==> src/rtl/seg7_pkg.sv <==
// Shared constants and types for the multiplexed seven-segment BCD counter.
// Segment patterns are {g,f,e,d,c,b,a}, active-high.
package seg7_pkg;

    localparam int BCD_W = 4;

    typedef logic [BCD_W-1:0] bcd_digit_t;

    localparam logic [6:0] SEG_0     = 7'h3F;
    localparam logic [6:0] SEG_1     = 7'h06;
    localparam logic [6:0] SEG_2     = 7'h5B;
    localparam logic [6:0] SEG_3     = 7'h4F;
    localparam logic [6:0] SEG_4     = 7'h66;
    localparam logic [6:0] SEG_5     = 7'h6D;
    localparam logic [6:0] SEG_6     = 7'h7D;
    localparam logic [6:0] SEG_7     = 7'h07;
    localparam logic [6:0] SEG_8     = 7'h7F;
    localparam logic [6:0] SEG_9     = 7'h6F;
    localparam logic [6:0] SEG_BLANK = 7'h00;

endpackage

==> src/rtl/seg7_decode.sv <==
// Combinational BCD digit to seven-segment decoder; non-BCD codes go dark.
module seg7_decode
    import seg7_pkg::*;
(
    input  bcd_digit_t digit,
    output logic [6:0] segments
);

    always_comb begin
        segments = SEG_BLANK;
        case (digit)
            4'd0: segments = SEG_0;
            4'd1: segments = SEG_1;
            4'd2: segments = SEG_2;
            4'd3: segments = SEG_3;
            4'd4: segments = SEG_4;
            4'd5: segments = SEG_5;
            4'd6: segments = SEG_6;
            4'd7: segments = SEG_7;
            4'd8: segments = SEG_8;
            4'd9: segments = SEG_9;
            default: segments = SEG_BLANK;
        endcase
    end

endmodule

==> src/rtl/seg7_bcd_counter_mux.sv <==
// Prescaled N-digit BCD up/down counter with time-multiplexed seven-segment output.
// Define SEG7_LZB_EN to blank leading zeros on the display.
module seg7_bcd_counter_mux
    import seg7_pkg::*;
#(
    parameter int          CNT_WIDTH     = 24,
    parameter int unsigned MAX_COUNT     = 10_000_000,
    parameter int          NUM_DIGITS    = 4,
    parameter int          MUX_DIV_WIDTH = 14
)
(
    input  logic                          clk,
    input  logic                          reset,
    input  logic                          en,
    input  logic [7:0]                    compare_in,
    input  logic                          up_down,
    input  logic                          load,
    input  logic [BCD_W*NUM_DIGITS-1:0]   load_value,
    output logic [BCD_W*NUM_DIGITS-1:0]   count_bcd,
    output logic [6:0]                    segments,
    output logic [NUM_DIGITS-1:0]         digit_sel,
    output logic                          tick,
    output logic                          rollover
);

    localparam int IDX_W = (NUM_DIGITS > 1) ? $clog2(NUM_DIGITS) : 1;

    logic [CNT_WIDTH-1:0]          prescaler;
    logic [CNT_WIDTH-1:0]          terminal;
    logic                          wrap_now;
    logic [BCD_W*NUM_DIGITS-1:0]   count_next;
    logic [BCD_W*NUM_DIGITS-1:0]   load_clean;
    logic                          carry_out;
    logic [MUX_DIV_WIDTH-1:0]      refresh_cnt;
    logic [IDX_W-1:0]              digit_idx;
    bcd_digit_t                    digit_mux;
    logic [6:0]                    seg_decoded;
    logic                          blank;

    // >= rather than == so lowering compare_in mid-count wraps immediately.
    always_comb begin
        terminal = (compare_in == 8'd0) ? CNT_WIDTH'(MAX_COUNT)
                                        : CNT_WIDTH'({compare_in, 10'b0});
    end

    assign wrap_now = (prescaler >= terminal);

    always_comb begin : bcd_step
        bcd_digit_t d;
        logic       c;
        count_next = count_bcd;
        c          = 1'b1;
        for (int i = 0; i < NUM_DIGITS; i++) begin
            d = count_bcd[i*BCD_W +: BCD_W];
            if (c) begin
                if (up_down) begin
                    if (d == 4'd9) d = 4'd0;
                    else begin
                        d = d + 4'd1;
                        c = 1'b0;
                    end
                end else begin
                    if (d == 4'd0) d = 4'd9;
                    else begin
                        d = d - 4'd1;
                        c = 1'b0;
                    end
                end
            end
            count_next[i*BCD_W +: BCD_W] = d;
        end
        carry_out = c;
    end

    always_comb begin
        load_clean = '0;
        for (int i = 0; i < NUM_DIGITS; i++) begin
            if (load_value[i*BCD_W +: BCD_W] <= 4'd9)
                load_clean[i*BCD_W +: BCD_W] = load_value[i*BCD_W +: BCD_W];
        end
    end

    // A load also restarts the prescaler and swallows any coincident tick.
    always_ff @(posedge clk) begin
        if (reset) begin
            prescaler <= '0;
            count_bcd <= '0;
            tick      <= 1'b0;
            rollover  <= 1'b0;
        end else begin
            tick     <= 1'b0;
            rollover <= 1'b0;
            if (load) begin
                count_bcd <= load_clean;
                prescaler <= '0;
            end else if (en) begin
                if (wrap_now) begin
                    prescaler <= '0;
                    tick      <= 1'b1;
                    count_bcd <= count_next;
                    rollover  <= carry_out;
                end else begin
                    prescaler <= prescaler + 1'b1;
                end
            end
        end
    end

    always_comb begin
        digit_mux = '0;
        for (int i = 0; i < NUM_DIGITS; i++) begin
            if (IDX_W'(i) == digit_idx)
                digit_mux = count_bcd[i*BCD_W +: BCD_W];
        end
    end

    seg7_decode u_decode (
        .digit    (digit_mux),
        .segments (seg_decoded)
    );

`ifdef SEG7_LZB_EN
    // Blank any digit above the most significant non-zero one; digit 0 always shows.
    always_comb begin : lzb
        logic [IDX_W-1:0] msd_idx;
        msd_idx = '0;
        for (int i = 0; i < NUM_DIGITS; i++) begin
            if (count_bcd[i*BCD_W +: BCD_W] != 4'd0)
                msd_idx = IDX_W'(i);
        end
        blank = (digit_idx > msd_idx);
    end
`else
    assign blank = 1'b0;
`endif

    // digit_sel and segments share one register stage so they always agree.
    always_ff @(posedge clk) begin
        if (reset) begin
            refresh_cnt <= '0;
            digit_idx   <= '0;
            digit_sel   <= NUM_DIGITS'(1);
            segments    <= SEG_0;
        end else begin
            refresh_cnt <= refresh_cnt + 1'b1;
            if (refresh_cnt == '1)
                digit_idx <= (digit_idx == IDX_W'(NUM_DIGITS - 1)) ? '0 : digit_idx + 1'b1;
            digit_sel <= NUM_DIGITS'(1) << digit_idx;
            segments  <= blank ? SEG_BLANK : seg_decoded;
        end
    end

endmodule

==> config.mk <==
export PLATFORM = sky130hd
export DESIGN_NAME = seg7_bcd_counter_mux
export DESIGN_NICKNAME = d
export VERILOG_FILES = /design/src/rtl/seg7_pkg.sv /design/src/rtl/seg7_decode.sv /design/src/rtl/seg7_bcd_counter_mux.sv
export SDC_FILE = /design/constraint.sdc
export NUM_CORES = 1
export LEC_CHECK = 0
export ABC_CLOCK_PERIOD_IN_PS = 3100
export CAP_MARGIN = 30
export CORE_ASPECT_RATIO = 1.2
export CORE_MARGIN = 1.5
export CORE_UTILIZATION = 38
export CTS_CLUSTER_SIZE = 8
export DETAILED_ROUTE_END_ITERATION = 10
export DONT_BUFFER_PORTS = 1
export GPL_ROUTABILITY_DRIVEN = 0
export REMOVE_ABC_BUFFERS = 1
export SKIP_LAST_GASP = 1
export SYNTH_ARGS = -nofsm -noshare
export SYNTH_HDL_FRONTEND = slang
export SYNTH_SLANG_ARGS = --single-unit
==> constraint.sdc <==
create_clock -name clk -period 3.1 [get_ports clk]
set_input_delay 0.465 -clock clk [delete_from_list [all_inputs] [get_ports clk]]
set_output_delay 0.465 -clock clk [all_outputs]
set_load 0.03 [all_outputs]
; ---- Word-level counts from Yosys, hierarchy flattened
; Memories as Yosys holds them, arrays and structs flattened. A register that Yosys moved wholly into a read port is not among the register bits.
; Index checks and enable logic that the tools add are counted.
[word_totals]
romBits = 112
memories = 1
input_bits = 29
register_bits = 62
output_inout_bits = 29
[classes]
bitwise_logic = 3
mux = 44
addsub = 11
n_shift = 1
n_reduce_logical = 18
n_eq_ne = 9
magnitude_cmp = 5
[mem_list]
columns = name, words, word_bits, read_ports, rd_ports_with_merged_regs, wr, line_no
row1 = (name not given), 16, 7, 1, 1, 0, seg7_decode.sv:11  ; case (digit)
[ops]
columns = operator, n
row1 = $mux 4, 23
row2 = $mux 16, 3
row3 = $mux 24, 2
row4 = $add 24x1->24 const B, 1
row5 = $ge 24x24->1, 1
row6 = $add 4x1->4 const B, 4
row7 = $eq 4x4->1 const B, 4
row8 = $le 4x4->1 const B, 4
row9 = $logic_not 4->1, 4
row10 = $sub 4x1->4 const B, 4
row11 = $mux 1, 15
row12 = $add 14x1->14 const B, 1
row13 = $eq 14x14->1 const B, 1
row14 = $reduce_bool 2->1, 5
row15 = $reduce_and 3->1, 3
row16 = $logic_not 8->1, 1
row17 = $reduce_or 5->1, 1
row18 = $eq 2x2->1 const A, 2
row19 = $shl 1x2->4 const A, 1
row20 = $not 1->1, 3
row21 = $reduce_or 3->1, 1
row22 = $add 2x1->2 const B, 1
row23 = $eq 1x2->1 const A, 1
row24 = $eq 2x2->1 const B, 1
row25 = other kinds (4), 4

; ---- Depth between registers and ports, before layout
[depth]
ltp_word = 9
ltp_mapped = 12
ltp_nobuf = 11

; ---- By module
; Synthesis repeated with hierarchy kept, for this count alone.
[unflattened]
hier_cells = 548
area_unflattened_um2 = 4383.0
[modules_own_cells]
columns = module, cells_per_inst, instances, area_each_um2
row1 = seg7_bcd_counter_mux, 518, 1, 4165.2
row2 = seg7_decode, 30, 1, 217.7

; ---- Worst setup path after synthesis
; No wires, ideal clock.
[synth_timing]
path_kind = input to register
startpoint = in compare_in[4]
endpoint = reg prescaler[10]
path_buffers = 2
arrival_ns = 3.163
path_slack_ns = -0.190
stages = 12
setup_ns = 0.128
required_ns = 2.972
path_cell_list = or4_1 > nor2_1 > inv_1 > ha_1 > and4b_1 > nor4b_1 > nor3_1 > o32ai_1 > buf_2 > nand2b_1 > clkbuf_1 > nor2_1
[synth_via]
elab_chain_len = 4
[synth_lines]
columns = item, line_no
row1 = "start, declared", seg7_bcd_counter_mux.sv:15  ; input logic [7:0] compare_in,
row2 = $logic_not 8->1, seg7_bcd_counter_mux.sv:42  ; terminal = (compare_in == 8'd0) ? CNT_WIDTH'(MAX_COUNT)
row3 = $mux 24 (*), seg7_bcd_counter_mux.sv:42
row4 = $ge 24x24->1 (*), seg7_bcd_counter_mux.sv:46  ; assign wrap_now = (prescaler >= terminal);
row5 = $mux 24 (*), seg7_bcd_counter_mux.sv:97  ; if (wrap_now) begin
row6 = "end signal, assigned", seg7_bcd_counter_mux.sv:103  ; prescaler <= prescaler + 1'b1;
row7 = "end, declared", seg7_bcd_counter_mux.sv:28  ; logic [CNT_WIDTH-1:0] prescaler;
; Mark *: on every way between the ends. The rest lies on a longest branch, timed or not.
; A chain may end at the register's enable or synchronous reset.

; ---- Worst setup path after layout
[layout_timing]
startpoint = in compare_in[4]
endpoint = reg count_bcd[14]
[layout_via]
elab_chain_len = 5
[layout_lines]
columns = item, line_no
row1 = $logic_not 8->1, seg7_bcd_counter_mux.sv:42
row2 = $mux 24 (*), seg7_bcd_counter_mux.sv:42
row3 = $ge 24x24->1 (*), seg7_bcd_counter_mux.sv:46
row4 = $reduce_bool 2->1 (no line) (*), -
row5 = $reduce_and 3->1 (no line) (*), -
row6 = "end signal, assigned", seg7_bcd_counter_mux.sv:94  ; count_bcd <= load_clean;
row7 = "end signal, assigned", seg7_bcd_counter_mux.sv:100  ; count_bcd <= count_next;
row8 = "end, declared", seg7_bcd_counter_mux.sv:19  ; output logic [BCD_W*NUM_DIGITS-1:0] count_bcd,
; Marked as above.

==> results by group <==
Outcome
  – Outcome: complete, no violations

Routing
  – DR WL/cell: 15.60 um
  – Highest routed layer: met4
  – Met2 WL: 5.500 mm
  – Number of DRC markers in iteration 0: 230
  – Number of detailed-routing iterations run before antenna repair: 4
  – Vias: 3779
  – Antenna viol nets, final: 0
  – Via/cell ratio: 5.607
  – DRT met1 WL: 4.421 mm
  – DR WL met3: 356 um
  – Post-route DRC: 0
  – Total length of routed wires: 10.52 mm

STA
  – Post-route clock skew: 9.187 ps
  – Crit share post-route: 0.9645
  – Final Hold Violating Endpoints: 0
  – Setup violations, final: 0
  – Fmax: 334.5 MHz
  – Minimum clock period: 2990 ps
  – Slew Limit Headroom: 0.3464
  – Slew Limit Fails: 0
  – RSZ-0062 raised after global routing: yes
  – Slew @ Worst Pin: 980.4 ps

Pwr
  – Leak pwr: 1.810 nW
  – Peak VDD IR: 0.2566 mV
  – Power per cell area: 465.5 nW/um^2
  – Power after layout: 2.220 mW

Critical path
  – Crit path DAT: 3200 ps
  – CP required: 3320 ps
  – CP max stage delay: 510 ps
  – Setup CP Type: input port to flop
  – Crit path cell chain: or4_1, nor2_1, inv_1, ha_1, and4b_1, nor4b_2, nor3_1, o32a_1, or2_1, a311o_1
  – WP buf/inv: 1
  – Crit. End Element: flop
  – Slowest cell on the critical path: or4_1
  – Crit path max fanout: 5
  – CP Launch Type: input port
  – Top delay family on crit path: simple AND/OR/NAND/NOR gates

Clock network
  – Post CTS Setup Buffer Count: 0
  – Worst skew pair latency: 330 ps
  – CTS tree: done
  – Cts bufs inserted: 9
  – Clock Sinks: 69
  – CTS root buf: clkbuf_16
  – CTS Buffer Depth: 2
  – CTS H-tree lvls: 3
  – Clock transition at path regs: 60 ps

Synthesis
  – Mapped Avg Cell Area: 7.887 um^2
  – Sequential area share after synthesis: 0.3225
  – Yosys reg bits: 69
  – Synth warn: 0
  – Distinct cell type count after synthesis: 64
  – Post-synth top flop: dfxtp_1
  – Post-synth EDFFs: 0
  – Asr flop ratio synth: 0
  – Netlist Area Pre-Place: 4283 um^2
  – Mapped Cells: 543

Global route
  – GRT Resource Usage Total: 0.1859
  – Vias in the first global route: 3676
  – Initial antenna violation count: 0
  – Congestion Overflow GR: 0
  – Global-route wire length before repair: 17.75 mm
  – Largest net degree at the start of global routing: 40

Run
  – Max-Cap Viols: 0

Worst hold path
  – Worst Hold Class: input port to flop

Placement
  – # placed instances: 658
  – Buffers on Ports: 0
  – Final HPWL DP: 7.608 mm
  – Placement Cell Area: 4451 um^2

Finish
  – Nets: 592
  – Number of diodes: 0
  – Commonest non-fill, non-tap cell in the layout: nor2_1
  – Area grow syn2layout: 11.34%
  – Cell Count, Final, Fillers Out: 674
  – Share of cells above drive strength 1: 0.08303
  – Most frequent cells in the layout: nor2_1 (75), dfxtp_1 (69), nand2_1 (40), nand3_1 (31), inv_1 (28)
  – Post-layout instance area: 4768 um^2

Floorplanning
  – Vert. Die Dim: 119.3 um
  – Ports: 58
  – Die area: 11920 um^2
  – Die X: 99.92 um
  – Core area: 10980 um^2
  – # rows: 42
  – Initial Util: 0.3900
worst paths after layout:
check	startpoint	end	slack [ps]	depth (start not counted)
setup / recovery	compare_in[4]	count_bcd[14]	110	10
hold / removal	reset	refresh_cnt[0]	190	1
setup reg to reg	count_bcd[3]	count_bcd[14]	470	6
hold reg to reg	refresh_cnt[0]	refresh_cnt[0]	440	1
per-stage QoR:
| step | setup WS [ps] | hold slack (ps) | TNS, ps | util |
|---|---|---|---|---|
| 5_1_grt | -38.94 | 177.9 | -38.94 | 0.4342 |
| 3_3_place_gp | -175.5 | 421.9 | -1067 | 0.4052 |
| 4_1_cts | 135.1 | 175.7 | 0 | 0.4330 |
| 2_1_floorplan | -670.4 | 408.7 | -19200 | - |
| 3_5_place_dp | -230.1 | 434.5 | -1509 | 0.4052 |
| 6_report | 110.1 | 188.4 | 0 | 0.4342 |
what timing repair did:
item | in CTS | in global routing
hold endpoints to repair | 0 | 0
hold buffers | 0 | 0
endpoints found under the setup margin | 0 | 2
resized for setup | 0 | 2
where the power goes:
group          total (mW)  internal (mW)  leakage (nW)  switching [mW]
Sequential          0.976          0.909         0.560          0.0667
Clock                1.05          0.632         0.143           0.421
Combinational       0.191         0.0847          1.11           0.106
Total                2.22           1.63          1.81           0.594
routing by layer:
layer | GRT usage | vias to the layer above
met5 | 0 | -
met4 | 0.07835 | 0
met3 | 0.04343 | 21
met2 | 0.3236 | 70
met1 | 0.2160 | 1792
li1 | - | 1896
kinds of logic (layout without fill, tap and decap cells):
family,after synthesis,in the layout,share of synthesized area
XOR/XNOR,40,40,0.08180
buffers and inverters,63,62,0.05843
adder cells (fa/ha/maj),26,26,0.07596
AND/OR/NAND/NOR,230,230,0.2670
flip-flops,69,69,0.3225
multiplexers,10,10,0.02366
AO/OA/AOI/OAI,105,105,0.1706
flip-flops by register name (all words and copies together) (netlist names):
register	count
tick	1
count_bcd	16
refresh_cnt	14
segments	7
prescaler	24
rollover	1
digit_sel	4
digit_idx	2
worst reg2reg max path, delay by kind of cell (launching register included):
family             cells  cell delay, ps
AOI/OAI and AO/OA      3            1120
and+or+nand+nor        3             890
DFF                    1             500
cell usage after synthesis (2+ instances only):
cell type | instances | area, um^2
nor2_1 | 75 | 281.5
dfxtp_1 | 69 | 1381
nand2_1 | 40 | 150.1
nand3_1 | 31 | 155.2
clkbuf_1 | 29 | 108.9
inv_1 | 28 | 105.1
o21ai_0 | 27 | 135.1
a21oi_1 | 26 | 130.1
ha_1 | 26 | 325.3
xor2_1 | 21 | 183.9
xnor2_1 | 19 | 166.4
nor3_1 | 14 | 70.07
and3_1 | 11 | 68.82
mux2i_1 | 9 | 90.09
nand4_1 | 9 | 56.30
nor2b_1 | 9 | 56.30
a311oi_1 | 6 | 52.55
nand3b_1 | 6 | 45.04
a21o_1 | 4 | 30.03
a221oi_1 | 4 | 35.03
and2_1 | 4 | 25.02
and4_1 | 4 | 35.03
nor4_1 | 4 | 25.02
o22ai_1 | 4 | 25.02
or2_2 | 4 | 25.02
nand2b_1 | 3 | 18.77
nor4b_1 | 3 | 26.28
or3_1 | 3 | 18.77
or4_1 | 3 | 22.52
a211o_1 | 2 | 17.52
a211oi_1 | 2 | 15.01
a21boi_0 | 2 | 15.01
a31oi_1 | 2 | 12.51
a32o_1 | 2 | 20.02
buf_1 | 2 | 7.510
buf_2 | 2 | 10.01
o211a_1 | 2 | 20.02
o211ai_1 | 2 | 15.01
o31a_1 | 2 | 17.52
o31ai_1 | 2 | 15.01
o32a_1 | 2 | 20.02
o32ai_1 | 2 | 17.52
layout make-up:
| cell class | count | area (um^2) |
|---|---|---|
| inverter | 28 | 105.1 |
| tap | 132 | 165.2 |
| clock buffer | 9 | 225.2 |
| multi-input combinational | 411 | 2664 |
| sequential | 69 | 1381 |
| timing repair buffer | 18 | 147.6 |
| clock inverter | 7 | 80.08 |
| fill | 1048 | 6215 |
Power figures use the tool's default switching activity.
